<file path="config.mk">
export PLATFORM = sky130hd
export DESIGN_NAME = centroid_update_divider
export DESIGN_NICKNAME = d
export VERILOG_FILES = /design/src/rtl/kmeans_pkg.sv /design/src/rtl/serial_divider.sv /design/src/rtl/centroid_update_divider.sv
export SDC_FILE = /design/constraint.sdc
export NUM_CORES = 1
export LEC_CHECK = 0
export ABC_AREA = 0
export BUFFER_PORTS_ARGS = -buffer_cell sky130_fd_sc_hd__buf_4
export CAP_MARGIN = 15
export CORE_AREA = 5 5 554 556
export DETAILED_ROUTE_END_ITERATION = 12
export DIE_AREA = 0 0 559 561
export PLACE_DENSITY = 0.33
export SLEW_MARGIN = 5
export SYNTH_ARGS = -nofsm -noshare
export SYNTH_HDL_FRONTEND = slang
export SYNTH_SLANG_ARGS = --single-unit
</file>
<file path="constraint.sdc">
create_clock -name clk -period 9.8 [get_ports clk]
set_input_delay 0.98 -clock clk [delete_from_list [all_inputs] [get_ports clk]]
set_output_delay 0.98 -clock clk [all_outputs]
set_load 0.02 [all_outputs]
</file>
<file path="src/rtl/kmeans_pkg.sv">
// Shared constants and state encoding for the k-means centroid update stage.
package kmeans_pkg;

  localparam int unsigned centroid_num     = 8;
  localparam int unsigned dim              = 7;
  localparam int unsigned accum_cord_width = 22;
  localparam int unsigned cordinate_width  = 13;
  localparam int unsigned count_width      = 10;

  localparam int unsigned COORD_MAX = 8191;

  typedef logic [2:0] div_state_t;

  localparam div_state_t ST_IDLE  = 3'd0;
  localparam div_state_t ST_CHECK = 3'd1;
  localparam div_state_t ST_LOAD  = 3'd2;
  localparam div_state_t ST_DIV   = 3'd3;
  localparam div_state_t ST_STORE = 3'd4;
  localparam div_state_t ST_WRITE = 3'd5;
  localparam div_state_t ST_DONE  = 3'd6;

endpackage

</file>
<file path="src/rtl/serial_divider.sv">
// Unsigned restoring divider, one quotient bit per clock, MSB first.
module serial_divider
  import kmeans_pkg::*;
(
  input  logic                        clk,
  input  logic                        rst,
  input  logic                        load,
  input  logic [accum_cord_width-1:0] dividend,
  input  logic [count_width-1:0]      divisor,
  output logic [accum_cord_width-1:0] quotient,
  output logic                        valid
);

  localparam int unsigned iter_w = $clog2(accum_cord_width + 1);

  logic [count_width-1:0] rem;
  logic [count_width-1:0] dvs;
  logic [iter_w-1:0]      iter;
  logic [count_width:0]   rem_sh;
  logic                   take;

  // The quotient register starts out holding the dividend; its MSB feeds the
  // remainder while quotient bits shift in at the LSB.
  always_comb begin
    rem_sh = {rem, quotient[accum_cord_width-1]};
    take   = (rem_sh >= {1'b0, dvs});
  end

  always_ff @(posedge clk or posedge rst) begin
    if (rst) begin
      rem      <= '0;
      dvs      <= '0;
      quotient <= '0;
      iter     <= '0;
    end else if (load) begin
      rem      <= '0;
      dvs      <= divisor;
      quotient <= dividend;
      iter     <= iter_w'(accum_cord_width);
    end else if (iter != '0) begin
      rem      <= take ? count_width'(rem_sh - {1'b0, dvs}) : rem_sh[count_width-1:0];
      quotient <= {quotient[accum_cord_width-2:0], take};
      iter     <= iter - iter_w'(1);
    end
  end

  // High during the final iteration; the quotient is complete from the next cycle.
  assign valid = (iter == iter_w'(1));

endmodule

</file>
<file path="src/rtl/centroid_update_divider.sv">
// Divides per-centroid coordinate sums by point counts and writes the new
// centroids to the centroid memory; empty centroids are left untouched.
module centroid_update_divider #(
  parameter int centroid_num     = 8,
  parameter int dim              = 7,
  parameter int accum_cord_width = 22,
  parameter int cordinate_width  = 13,
  parameter int count_width      = 10,
  parameter int dataWidth        = 91
) (
  input  logic                              clk,
  input  logic                              rst,
  input  logic                              start,
  input  logic                              abort,
  input  logic [dim*accum_cord_width-1:0]   accum_reg_1,
  input  logic [dim*accum_cord_width-1:0]   accum_reg_2,
  input  logic [dim*accum_cord_width-1:0]   accum_reg_3,
  input  logic [dim*accum_cord_width-1:0]   accum_reg_4,
  input  logic [dim*accum_cord_width-1:0]   accum_reg_5,
  input  logic [dim*accum_cord_width-1:0]   accum_reg_6,
  input  logic [dim*accum_cord_width-1:0]   accum_reg_7,
  input  logic [dim*accum_cord_width-1:0]   accum_reg_8,
  input  logic [count_width-1:0]            cnt_reg_1,
  input  logic [count_width-1:0]            cnt_reg_2,
  input  logic [count_width-1:0]            cnt_reg_3,
  input  logic [count_width-1:0]            cnt_reg_4,
  input  logic [count_width-1:0]            cnt_reg_5,
  input  logic [count_width-1:0]            cnt_reg_6,
  input  logic [count_width-1:0]            cnt_reg_7,
  input  logic [count_width-1:0]            cnt_reg_8,
  output logic                              busy,
  output logic                              done,
  output logic                              cent_wr_en,
  output logic [$clog2(centroid_num)-1:0]   cent_addr,
  output logic [dataWidth-1:0]              cent_data,
  output logic                              sat_flag
);

  import kmeans_pkg::*;

  localparam int k_w = $clog2(centroid_num);
  localparam int j_w = $clog2(dim);
  localparam logic [k_w-1:0] k_last = k_w'(centroid_num - 1);
  localparam logic [j_w-1:0] j_last = j_w'(dim - 1);

  logic [dim*accum_cord_width-1:0] accum [centroid_num];
  logic [count_width-1:0]          cnt   [centroid_num];

  assign accum[0] = accum_reg_1;
  assign accum[1] = accum_reg_2;
  assign accum[2] = accum_reg_3;
  assign accum[3] = accum_reg_4;
  assign accum[4] = accum_reg_5;
  assign accum[5] = accum_reg_6;
  assign accum[6] = accum_reg_7;
  assign accum[7] = accum_reg_8;
  assign cnt[0]   = cnt_reg_1;
  assign cnt[1]   = cnt_reg_2;
  assign cnt[2]   = cnt_reg_3;
  assign cnt[3]   = cnt_reg_4;
  assign cnt[4]   = cnt_reg_5;
  assign cnt[5]   = cnt_reg_6;
  assign cnt[6]   = cnt_reg_7;
  assign cnt[7]   = cnt_reg_8;

  div_state_t                      state;
  div_state_t                      state_next;
  logic [k_w-1:0]                  k;
  logic [j_w-1:0]                  j;
  logic [dataWidth-1:0]            res;
  logic [dataWidth-1:0]            res_next;
  logic [dim*accum_cord_width-1:0] cur_accum;
  logic [count_width-1:0]          cur_cnt;
  logic [accum_cord_width-1:0]     dividend;
  logic [accum_cord_width-1:0]     quotient;
  logic                            div_valid;
  logic                            sat_now;
  logic [cordinate_width-1:0]      coord;

  always_comb begin
    cur_accum = accum[k];
    cur_cnt   = cnt[k];
    dividend  = cur_accum[int'(j)*accum_cord_width +: accum_cord_width];
  end

  serial_divider u_div (
    .clk      (clk),
    .rst      (rst),
    .load     (state == ST_LOAD),
    .dividend (dividend),
    .divisor  (cur_cnt),
    .quotient (quotient),
    .valid    (div_valid)
  );

  always_comb begin
    sat_now  = (quotient > accum_cord_width'(COORD_MAX));
    coord    = sat_now ? cordinate_width'(COORD_MAX) : quotient[cordinate_width-1:0];
    res_next = res;
    res_next[int'(j)*cordinate_width +: cordinate_width] = coord;
  end

  always_comb begin
    state_next = state;
    case (state)
      ST_IDLE:  if (start) state_next = ST_CHECK;
      ST_CHECK: begin
        if (cur_cnt != '0)    state_next = ST_LOAD;
        else if (k == k_last) state_next = ST_DONE;
      end
      ST_LOAD:  state_next = ST_DIV;
      ST_DIV:   if (div_valid) state_next = ST_STORE;
      ST_STORE: state_next = (j == j_last) ? ST_WRITE : ST_LOAD;
      ST_WRITE: state_next = (k == k_last) ? ST_DONE : ST_CHECK;
      ST_DONE:  state_next = ST_IDLE;
      default:  state_next = ST_IDLE;
    endcase
    if (abort) state_next = ST_IDLE;
  end

  // Outputs are registered from the next state so that the write strobe, address
  // and data appear together in the WRITE cycle and done in the DONE cycle.
  always_ff @(posedge clk or posedge rst) begin
    if (rst) begin
      state      <= ST_IDLE;
      k          <= '0;
      j          <= '0;
      res        <= '0;
      busy       <= 1'b0;
      done       <= 1'b0;
      cent_wr_en <= 1'b0;
      cent_addr  <= '0;
      cent_data  <= '0;
      sat_flag   <= 1'b0;
    end else begin
      state      <= state_next;
      busy       <= (state_next != ST_IDLE) && (state_next != ST_DONE);
      done       <= (state_next == ST_DONE);
      cent_wr_en <= (state_next == ST_WRITE);
      if (state_next == ST_WRITE) begin
        cent_addr <= k;
        cent_data <= res_next;
      end
      if (!abort) begin
        case (state)
          ST_IDLE: begin
            if (start) begin
              k        <= '0;
              sat_flag <= 1'b0;
            end
          end
          ST_CHECK: begin
            if (cur_cnt != '0)    j <= '0;
            else if (k != k_last) k <= k + k_w'(1);
          end
          ST_STORE: begin
            res <= res_next;
            if (sat_now)     sat_flag <= 1'b1;
            if (j != j_last) j <= j + j_w'(1);
          end
          ST_WRITE: if (k != k_last) k <= k + k_w'(1);
          default: ;
        endcase
      end
    end
  end

endmodule

</file>
# Yosys cells after proc, flatten, opt, wreduce, memory -nomap -nowiden
# Cells that the tools add are included.
classes:
  mux: 33
  shift: 3
  n_eq_ne: 18
  n_lt_le_gt_ge: 3
  n_mul: 2
  n_reduce_logical: 13
  n_addsub: 5
  n_bitwise: 2
op_table:
  columns: ["cell", "count"]
  rows:
  - ["binary-select mux 154 bit (select 3 bit)", 1]
  - ["2-to-1 mux 154 bit", 2]
  - ["indexed part select 154 x 9 -> 22 bit", 1]
  - ["bitwise mux 91 bit", 1]
  - ["variable shift 13 x 33 -> 91 bit, first input constant", 1]
  - ["indexed part select 13 x 33 -> 91 bit", 1]
  - ["2-to-1 mux 10 bit", 5]
  - ["2-to-1 mux 22 bit", 2]
  - ["2-to-1 mux 3 bit", 12]
  - ["negator 7 -> 33 bit", 1]
  - ["binary-select mux 10 bit (select 3 bit)", 1]
  - ["greater-than comparator 22 x 13 -> 1 bit, second input constant", 1]
  - ["equality test 3 bit, second input constant", 6]
  - ["one-hot mux 3 bit (6 select lines)", 1]
  - ["multiplier 3 x 4 -> 7 bit, second input constant", 2]
  - ["2-to-1 mux 13 bit", 1]
  - ["AND reduction 4 bit", 3]
  - ["greater-or-equal comparator 11 x 10 -> 1 bit", 1]
  - ["2-to-1 mux 5 bit", 2]
  - ["inequality test 2 bit, second input constant", 5]
  - ["nonzero test 10 bit", 1]
  - ["subtractor 10 bit", 1]
  - ["inequality test 3 bit, second input constant", 3]
  - ["one-hot mux 3 bit (3 select lines)", 1]
  - ["17 further kinds", 23]
totals:
  reg_bits: 245
  input_bits: 1316

# Longest topological paths before layout
# Gate-level depths: netlist (run 1).
logic_depth:
  depth_word: 10
  mapped_depth: 14
  depth_no_buf: 10

# Cells and area by module
# From an unflattened synthesis (run 1), not the netlist that was laid out.
unflattened:
  cells_unflattened: 1781
  hier_area_um2: 21707.1
modules_own_cells:
  columns: ["mod", "cells_each", "n_inst", "area_each_um2", "seq_area_each_um2"]
  rows:
  - ["centroid_update_divider", 1510, 1, 19092.1, 4954.8]
  - ["serial_divider", 271, 1, 2615.0, 1176.1]

# Worst setup path before layout (run 1)
# OpenSTA, ideal clock, no wires.
synth_path:
  path_kind: "reg-to-reg"
  start: "reg j[0]"
  end: "reg cent_data[0]"
  arrival_time_ps: 3345
  synth_period_minus_slack_ps: 3471
  path_stages_with_launch: 15
  setup_slack_ps: 6329
  required_time_ps: 9675
  setup_time_ps: 125
  path_buffers: 4
  path_cell_list: "dfrtp_1 > inv_1 > buf_1 > clkbuf_1 > ha_1 > nand2_1 > inv_1 > o21ai_0 > o21ai_0 > a21boi_0 > nand3_2 > inv_2 > buf_12 > buf_12 > mux2_4"
synth_between:
  elab_chain_len: 5
synth_lines:
  columns: ["item", "line_no", "source"]
  rows:
  - ["from (decl)", "centroid_update_divider.sv:69", "logic [j_w-1:0] j;"]
  - ["from (signal assigned)", "centroid_update_divider.sv:159", "if (j != j_last) j <= j + j_w'(1);"]
  - ["parallel branches: the longest is 5 deep, another holds negator 7 -> 33 bit", null, null]
  - ["to (signal assigned)", "centroid_update_divider.sv:142", "cent_data <= res_next;"]
  - ["to (decl)", "centroid_update_divider.sv:35", "output logic [dataWidth-1:0] cent_data,"]
# Several ways; the timed one is not identified.
# A chain may end at the register's enable or synchronous reset.

# Worst setup path in the final report (run 1)
layout_path:
  start: "reg k[0]"
  end: "reg cent_data[8]"
layout_between:
  elab_chain_len: 9
layout_lines:
  columns: ["item", "line_no", "source"]
  rows:
  - ["from (decl)", "centroid_update_divider.sv:68", "logic [k_w-1:0] k;"]
  - ["from (signal assigned)", "centroid_update_divider.sv:154", "else if (k != k_last) k <= k + k_w'(1);"]
  - ["from (signal assigned)", "centroid_update_divider.sv:161", "ST_WRITE: if (k != k_last) k <= k + k_w'(1);"]
  - ["NOT 3 -> 4 bit (implied by the code)", "centroid_update_divider.sv:82", "cur_cnt = cnt[k];"]
  - ["binary-select mux 10 bit (select 3 bit)", "centroid_update_divider.sv:82", null]
  - ["2-to-1 mux 10 bit (implied by the code) (2 in a row)", "centroid_update_divider.sv:82", null]
  - ["nonzero test 10 bit", "centroid_update_divider.sv:108", "if (cur_cnt != '0) state_next = ST_LOAD;"]
  - ["2-to-1 mux 3 bit", "centroid_update_divider.sv:108", null]
  - ["one-hot mux 3 bit (6 select lines) (*)", "centroid_update_divider.sv:105", "case (state)"]
  - ["2-to-1 mux 3 bit (*)", "centroid_update_divider.sv:118", "if (abort) state_next = ST_IDLE;"]
  - ["equality test 3 bit (*)", "centroid_update_divider.sv:140", "if (state_next == ST_WRITE) begin"]
# Mark *: on every way between the ends. The rest lies on a longest branch, timed or not. The select of a mux whose other input is x is not followed.

==> flow_summary.ini, run 1 <==
[job]
max-cap-violations = 0

[cts]
ctsHoldBuffers = 0
clk_pin_slew_worst_paths_ns = 0.05
numClockSinks = 245
cts_made_buffers = 35
htreeDepth = 2
post_cts_buffers = 0
cts_root_buf = clkbuf_16
ctsResizeCount = 0
clock_path_buffers = 3
cts_tree = built
insertion_delay_ns = 0.58

[finish]
finalInstanceArea_um2 = 38900
num-nets-final = 4512
drive_above_1_share_pct = 63.1
area_delta_synth_final_pct = 74.0

[grt]
grt_overflow = 0
grt_pass1_wl_um = 346000
antenna_found_initial = 248
grt_max_degree = 102
grt_use_total_pct = 17.6
grt_pass1_vias = 25700

[timing]
timing.final.ws_setup_ns = 4.26
period_needed_ns = 5.54
slew_headroom_pct = 21.2
fin_hold_ws_ns = 0.476
skew_ns = 0.0252
worst_pin_slew_ns = 1.17
hold_violations = 0
slew_viol_final = 0
setup-tns-final_ns = 0
grt_setup_unrepaired = no
setup_viol = 0
fin_crit_sh_pct = 56.5
max_freq_mhz = 181

[detailed_routing]
viasPerCell = 3.44
drt-pass1-iter-count = 5
dr_total_vias = 25000
detail-route-antenna-nets = 0
routed_wl_um = 288000
drt_iter0_drc = 2142
wl_per_cell_um = 39.6
drc = 0

[place]
io_buffers = 1413
pre_cts_ws_ns = 4.24
placed_area_um2 = 37500
gp_congestion = 0.951
dpl.hpwl_um = 263000

[floorplanning]
initial_core_util_pct = 7.41
num_rows = 202
dieHeight_um = 561
io_pins = 1414
dieWidth_um = 559
die_area_um2 = 314000
core_area_um2 = 302000

[synth]
syn_inst = 1861
synth_top_cell_by_area = mux4_2
synth_common_cells = 385 x mux4_2, 312 x nand2_1, 245 x dfrtp_1, 222 x o21ai_0, 102 x clkbuf_1
synth_flop_cell = dfrtp_1
synth_top_area_share_pct = 38.8
synth_seq_cells = 245
avgSynthCellArea_um2 = 12.0
synthesis.nets = 3198
yosysMostFrequentCell = mux4_2
synth_edf_count = 0
ys_types = 63
synth_warnings = 0
synthesis.area_um2 = 22400
async_reset_ff_share_pct = 100
netlist_top_cells_area = mux4_2 39%, dfrtp_1 27%, mux2_4 5.3%
seq_area_frac_synth_pct = 27.4

[worst_setup_path]
cp_common_cell = buf_4
cp.buffers_inverters = 4
cp_cell_sequence = buf_4 -> o311ai_0 -> o21a_1 -> a31oi_1 -> or4_4 -> o41ai_2 -> nand3_2 -> inv_4 -> buf_4 -> buf_4 -> mux2_4
crit_type = reg -> reg
crit_path_top_delay_cell = dfrtp_4
slowest_delay_ns = 0.69
required_ns = 10.25
crit_family = buffers and inverters
cp-startpoint = k[0]$_DFFE_PP0P_
regToRegStartpoint = k[0]$_DFFE_PP0P_
setup.worst_path.end_class = register
crit_fanout = 48
cp.arrival_ns = 5.98
crit_path_start_kind = register

[power_and_ir_drop]
power_leakage_nw = 16.0
vdd_drop_max_uv = 106
power_density_nw_per_um2 = 158
report.power.total_mw = 6.14

[worst_hold_path]
hp-class = reg -> reg
hold_start = res[61]$_DFFE_PP0P_

[outcome]
outcome = finished clean
## layout by cell type, fill, tap and decap left out, types with 24 or more instances in the layout
cell type / instances
buf_4: 1444
clkbuf_16: 35
dfrtp_1: 242
diode_2: 95
inv_1: 24
mux2_4: 79
mux2i_1: 64
mux4_2: 385
nand2_1: 312
nor2_1: 57
o21ai_0: 222
o31ai_1: 30
## worst reg2reg max path: cells and delay by family (launching register included)
kind / cells / cell delay (ns)
AOI/OAI and AO/OA: 4 / 0.94
buffers and inverters: 4 / 2.33
DFF: 1 / 0.69
muxes: 1 / 0.38
and+or+nand+nor: 2 / 1.07
## final cells by class
type                            instances  area [µm²]
Timing Repair Buffer                 1453       11000
Fill cell                           34400      263000
Sequential cell                       245        6140
Clock inverter                         11         128
Tap cell                             3978        4980
Clock buffer                           50        1010
Inverter                               30         130
Multi-Input combinational cell       1410       15300
Antenna cell                           95         238
## layer usage
metal | up-vias | global-route usage (%) | share of wire [%]
met2 | 1559 | 31.5 | 50
met1 | 12800 | 19.4 | 36
met3 | 443 | 5.71 | 8.5
li1 | 10100 | - | -
met4 | 94 | 6.21 | 5.1
met5 | - | 0 | 0.23
## where the power goes
group	total, mW	switching [mW]	internal [mW]
logic	3.48	1.88	1.60
clock network	1.29	0.536	0.754
registers	1.37	0.237	1.14
total	6.14	2.65	3.49
## path summary, 6_finish.rpt
| path | endpoint | slack (ns) | cells past startpoint |
|---|---|---|---|
| setup / recovery | cent_data[8]$_DFFE_PP0N_ | 4.26 | 11 |
| hold / removal | res[61]$_DFFE_PP0P_ | 0.48 | 2 |
| max in group asynchronous | k[0]$_DFFE_PP0P_ | 7.89 | 3 |
| setup reg to reg | cent_data[8]$_DFFE_PP0N_ | 4.26 | 11 |
| min in group asynchronous | res[3]$_DFFE_PP0P_ | 0.49 | 2 |
| hold reg to reg | res[61]$_DFFE_PP0P_ | 0.48 | 2 |
## stage by stage
step | cells | util [%]
finish | 7272 | 12.9
floorplan | 1861 | -
CTS | 7175 | 12.8
detailed placement | 7114 | 12.4
global placement | 7109 | 12.4
global route | 7233 | 12.9
## logic make-up (layout without fill, tap and decap cells)
kind of cell | Yosys count | in the layout | synth area share, %
xor gates and xnor gates | 10 | 10 | 0.392
muxes | 550 | 550 | 48.1
DFF | 245 | 245 | 27.4
and+or+nand+nor | 471 | 471 | 8.96
other | 0 | 95 | 0
adders and majority gates | 21 | 21 | 1.21
buffers and inverters | 206 | 1544 | 4.43
AOI/OAI and AO/OA | 358 | 358 | 9.50
## sequential cells by signal, summed over array words and instances (netlist names), 3 cells and up
| register | flops |
|---|---|
| j | 3 |
| res | 91 |
| u_div.quotient | 22 |
| cent_addr | 3 |
| k | 3 |
| state | 3 |
| u_div.dvs | 10 |
| cent_data | 91 |
| u_div.rem | 10 |
| u_div.iter | 5 |
Power figures use the tool's default switching activity.
==> inputs of run 2 (changes only) <==
- ABC_AREA: 0 -> 1
- CORE_AREA: 5 5 554 556 -> 5 5 545 547
- DIE_AREA: 0 0 559 561 -> 0 0 550 552
- PLACE_DENSITY: 0.33 -> 0.35
- clock period: 9.8 -> 4.6 ns (I/O delays scaled with it)
==> run 2 against run 1 <==
  * Sequential share of layout area shrank 0.65 points
  * Design area grew 4.4%
  * Worst setup slack lost 3.6 ns
  * Wire length grew 3.6%
  * Critical endpoint unchanged
  * Largest power group unchanged
==> flow_summary.ini, run 2 <==
[outcome]
outcome = finished clean

[synth]
synthesis.nets = 5292
synth_warnings = 0
synth_flop_cell = dfrtp_1
ys_types = 45
synth_seq_cells = 245
netlist_top_cells_area = dfrtp_1 25%, o21ai_0 17%, nor2_1 13%
synth_top_cell_by_area = dfrtp_1
seq_area_frac_synth_pct = 25.5
synth_top_area_share_pct = 25.5
async_reset_ff_share_pct = 100
avgSynthCellArea_um2 = 6.09
synthesis.area_um2 = 24100
syn_inst = 3955
synth_common_cells = 835 x nor2_1, 827 x o21ai_0, 722 x nand2_1, 245 x dfrtp_1, 186 x clkbuf_1
yosysMostFrequentCell = nor2_1
synth_edf_count = 0

[finish]
num-nets-final = 6501
area_delta_synth_final_pct = 68.6
drive_above_1_share_pct = 32.1
top_regs = cent_data (91), res (91), u_div.quotient (22)
final_common_cell = buf_4
final_cell_mix = 1517 x buf_4, 831 x nor2_1, 826 x o21ai_0, 722 x nand2_1, 240 x dfrtp_1
finalInstanceArea_um2 = 40600

[power_and_ir_drop]
power_density_nw_per_um2 = 468
pwr-share-seq_pct = 14.4
power_leakage_nw = 17.8
p_clk_share_pct = 16.7
vdd_drop_max_uv = 269
intPower_mw = 8.01
combPwrFrac_pct = 68.9
p_sw_share_pct = 57.8
power.net_switching_mw = 11.0
report.power.total_mw = 19.0

[timing]
period_needed_ns = 3.94
setup-tns-final_ns = 0
setup_viol = 0
slew_headroom_pct = 28.2
fin_crit_sh_pct = 85.6
skew_ns = 0.0439
hold_violations = 0
slew_viol_final = 0
max_freq_mhz = 254
grt_setup_unrepaired = no
worst_pin_slew_ns = 1.07

[worst_setup_path]
cp-startpoint = k[0]$_DFFE_PP0P_
setup.worst_path.end_class = register
cp.arrival_ns = 4.44
rr_worst_depth = 13
crit_type = reg -> reg
crit_fanout = 101
crit_path_start_kind = register
required_ns = 5.10
regToRegStartpoint = k[0]$_DFFE_PP0P_

[floorplanning]
dieHeight_um = 552
die_area_um2 = 304000
num_rows = 199
initial_core_util_pct = 8.25
core_area_um2 = 292000
io_pins = 1414
dieWidth_um = 550

[cts]
insertion_delay_ns = 0.60
clk_pin_slew_worst_paths_ns = 0.06
clock_path_buffers = 3
cts_made_buffers = 37
htreeDepth = 2
ctsHoldBuffers = 0
ctsResizeCount = 0
cts_tree = built
post_cts_buffers = 0
cts_root_buf = clkbuf_16
numClockSinks = 245

[grt]
grt_pass1_wl_um = 375000
grt_pass1_vias = 35300
grt_max_degree = 144
grt_overflow = 0
grt_use_total_pct = 18.6
antenna_found_initial = 212

[detailed_routing]
wl_per_cell_um = 32.5
dr_total_vias = 36000
drt_iter0_drc = 3720
routed_wl_um = 298000
viasPerCell = 3.92
detail-route-antenna-nets = 0
drt-pass1-iter-count = 5
drc = 0

[job]
max-cap-violations = 0

[worst_hold_path]
hp-class = in -> async

[place]
dpl.hpwl_um = 253000
placed_area_um2 = 39200
gp_congestion = 0.960
io_buffers = 1413
==> run 2: routing by layer <==
layer  track usage (%)  share of wire (%)
met1              22.9                 41
met2              30.9                 47
met3              6.54                9.1
met4              4.01                2.4
met5                 0               0.22
==> run 2: cell type report <==
type | count | area (µm²)
multi-input combinational | 3170 | 15600
antenna | 59 | 148
timing repair buffer | 1537 | 11800
tap | 3919 | 4900
inverter | 173 | 687
sequential | 245 | 6150
clock buffer | 52 | 1030
clock inverter | 13 | 269
fill | 34200 | 251000
==> run 2: power groups by stage <==
| stage | Clock [mW] | Combinational, mW | Sequential, mW |
|---|---|---|---|
| 6_report | 3.17 | 13.1 | 2.73 |
| 4_1_cts | 3.31 | 13.2 | 2.74 |
| 2_1_floorplan | 0 | 6.73 | 2.62 |
| 3_5_place_dp | 0 | 13.2 | 2.78 |
| 3_3_place_gp | 0 | 13.2 | 2.77 |
| 5_1_grt | 3.35 | 14.1 | 2.76 |
==> run 2: metrics by stage <==
stage	util [%]	std cells	setup WS (ns)	hold WS, ns
4_1_cts	13.9	9109	0.512	0.0407
6_report	13.9	9168	0.664	0.0585
3_3_place_gp	13.4	9043	0.581	0.464
2_1_floorplan	-	3955	0.922	0.449
5_1_grt	13.9	9131	0.313	0.0833
3_5_place_dp	13.4	9044	0.515	0.469
==> run 2: kinds of logic after synthesis <==
kind of cell / Yosys count / synth area share (%)
compound gates: 1255 / 30.3
xor+xnor: 10 / 0.364
fa+ha+maj: 21 / 1.12
buf+inv: 540 / 9.99
flops: 245 / 25.5
mux: 39 / 1.82
simple gates: 1845 / 30.9
==> run 2: critical path, stage by stage, from the launching register on <==
cell and delay (ns):
dfrtp_4 0.65, inv_16 0.39, buf_4 0.38, nand2_1 0.08, nand3_1 0.09, nand3_1 0.14
nand2_1 0.14, nand2_1 0.06, nor2_1 0.45, nand4_1 0.31, a21oi_4 0.22, buf_12 0.35
nand4_1 0.20, nand2_1 0.11
==> run 2: final timing paths <==
path                            slack (ns)                              to
max in group asynchronous             3.37                k[0]$_DFFE_PP0P_
worst min register to register        0.48  u_div.quotient[10]$_DFFE_PP0P_
worst max register to register        0.66        cent_data[8]$_DFFE_PP0N_
worst min-delay path                  0.06       cent_data[31]$_DFFE_PP0N_
worst max-delay path                  0.66        cent_data[8]$_DFFE_PP0N_
min in group clk                      0.17                  done$_DFF_PP0_
==> inputs of run 3 (changes only) <==
- RECOVER_POWER: unset -> 100
==> run 3 against run 2 <==
  * The run now ends with max-capacitance violations, max-slew violations left
  * First-iteration DRC count is 1.7% lower
  * Worst setup slack worse by 0.23 ns
  * Design area is 1.3% lower
  * Count of clock-buffer cells in the layout stayed put
  * Highest routed layer unchanged
==> flow_summary.ini, run 3 (synthesized netlist as in run 2, its figures left out) <==
[grt]
grt_pass1_vias = 35300
grt_max_degree = 144
grt_pass1_wl_um = 375000
antenna_found_initial = 213
grt_use_total_pct = 18.6
grt_overflow = 0

[worst_setup_path]
crit_path_top_delay_cell = clkbuf_1
required_ns = 5.07
setup.worst_path.end_class = register
crit_type = reg -> reg
crit_family = buffers and inverters
crit_path_start_kind = register
cp_common_cell = clkbuf_1
cp_cell_sequence = nor3_1 -> clkbuf_1 -> buf_4 -> clkbuf_1 -> nor2_1 -> clkinv_1 -> o22ai_1 -> inv_1 -> nand2_1
slowest_delay_ns = 1.19
cp.arrival_ns = 4.63
crit_fanout = 20
cp.buffers_inverters = 5

[worst_hold_path]
hp-class = in -> reg

[place]
io_buffers = 1413
dpl.hpwl_um = 253000
gp_congestion = 0.960
pre_cts_ws_ns = 0.515
placed_area_um2 = 39200

[outcome]
violations = max-capacitance violations, max-slew violations
outcome = finished with violations

[cts]
insertion_delay_ns = 0.59
htreeDepth = 2
cts_made_buffers = 37
numClockSinks = 245
ctsResizeCount = 0
cts_tree = built
clk_pin_slew_worst_paths_ns = 0.07
cts_root_buf = clkbuf_16
clock_path_buffers = 3
ctsHoldBuffers = 0
post_cts_buffers = 0

[timing]
fin_hold_ws_ns = 0.173
period_needed_ns = 4.16
skew_ns = 0.0412
grt_setup_unrepaired = no
timing.final.ws_setup_ns = 0.435
worst_pin_slew_ns = 3.78
hold_violations = 0
slew_viol_final = 265
setup_viol = 0
setup-tns-final_ns = 0
max_freq_mhz = 240
slew_headroom_pct = -152
fin_crit_sh_pct = 90.5

[floorplanning]
die_area_um2 = 304000
initial_core_util_pct = 8.25
num_rows = 199
core_area_um2 = 292000
dieWidth_um = 550
dieHeight_um = 552
io_pins = 1414

[finish]
final_cell_mix = 1397 x buf_4, 831 x nor2_1, 826 x o21ai_0, 723 x nand2_1, 240 x dfrtp_1
drive_above_1_share_pct = 29.7
top_regs = cent_data (91), res (91), u_div.quotient (22)
final_common_cell = buf_4
finalInstanceArea_um2 = 40100
num-nets-final = 6501
area_delta_synth_final_pct = 66.5

[detailed_routing]
drt-pass1-iter-count = 6
dr_total_vias = 36000
wl_per_cell_um = 32.5
routed_wl_um = 298000
drc = 0
drt_iter0_drc = 3656
detail-route-antenna-nets = 0
viasPerCell = 3.93

[power_and_ir_drop]
power_density_nw_per_um2 = 472
vdd_drop_max_uv = 270
power_leakage_nw = 17.3

[job]
max-cap-violations = 5
-- run 3: cell count changes in the layout (fill, tap and decap cells not counted), sizes merged --
| cell | before | now |
|---|---|---|
| clkbuf | 52 | 173 |
| buf | 1537 | 1416 |
| diode | 59 | 56 |
-- run 3: through the flow --
| step | std cells | utilization (%) | total power, mW |
|---|---|---|---|
| CTS | 9109 | 13.9 | 19.3 |
| finish | 9165 | 13.7 | 18.9 |
| global placement | 9043 | 13.4 | 15.9 |
| detailed placement | 9044 | 13.4 | 16.0 |
| floorplan | 3955 | - | 9.34 |
| global route | 9131 | 13.7 | 20.2 |
-- run 3: worst paths after layout --
path,start,endpoint,slack (ns),cells past startpoint
worst max-delay path,state[2]$_DFF_PP0_,u_div.quotient[2]$_DFFE_PP0P_,0.44,9
worst min-delay path,abort,done$_DFF_PP0_,0.17,2
worst max register to register,state[2]$_DFF_PP0_,u_div.quotient[2]$_DFFE_PP0P_,0.44,9
worst min register to register,cent_addr[0]$_DFFE_PP0N_,cent_addr[0]$_DFFE_PP0N_,0.48,2
max in group asynchronous,rst,u_div.dvs[0]$_DFFE_PP0P_,1.05,3
min in group asynchronous,rst,cent_data[32]$_DFFE_PP0N_,0.69,3
-- run 3: per-layer routing --
layer / wire length, µm / track usage, % / vias to the layer above
met5: 663 / 0 / -
met4: 6990 / 4.01 / 106
met3: 27200 / 6.54 / 361
met2: 140000 / 30.9 / 1848
met1: 123000 / 22.9 / 17600
li1: - / - / 16100
-- run 3: final cells by class --
cell class	count	area, µm²
Fill cell	34300	252000
Multi-Input combinational cell	3170	15600
Timing Repair Buffer	1537	11300
Sequential cell	245	6150
Tap cell	3919	4900
Clock buffer	52	1030
Inverter	173	684
Clock inverter	13	269
Antenna cell	56	140
-- run 3: report_power, final --
group	internal, mW	leakage, nW	switching, mW
Sequential	2.46	3.18	0.277
Clock	1.96	0.634	1.20
Combinational	3.58	13.5	9.47
Total	8.00	17.3	11.0
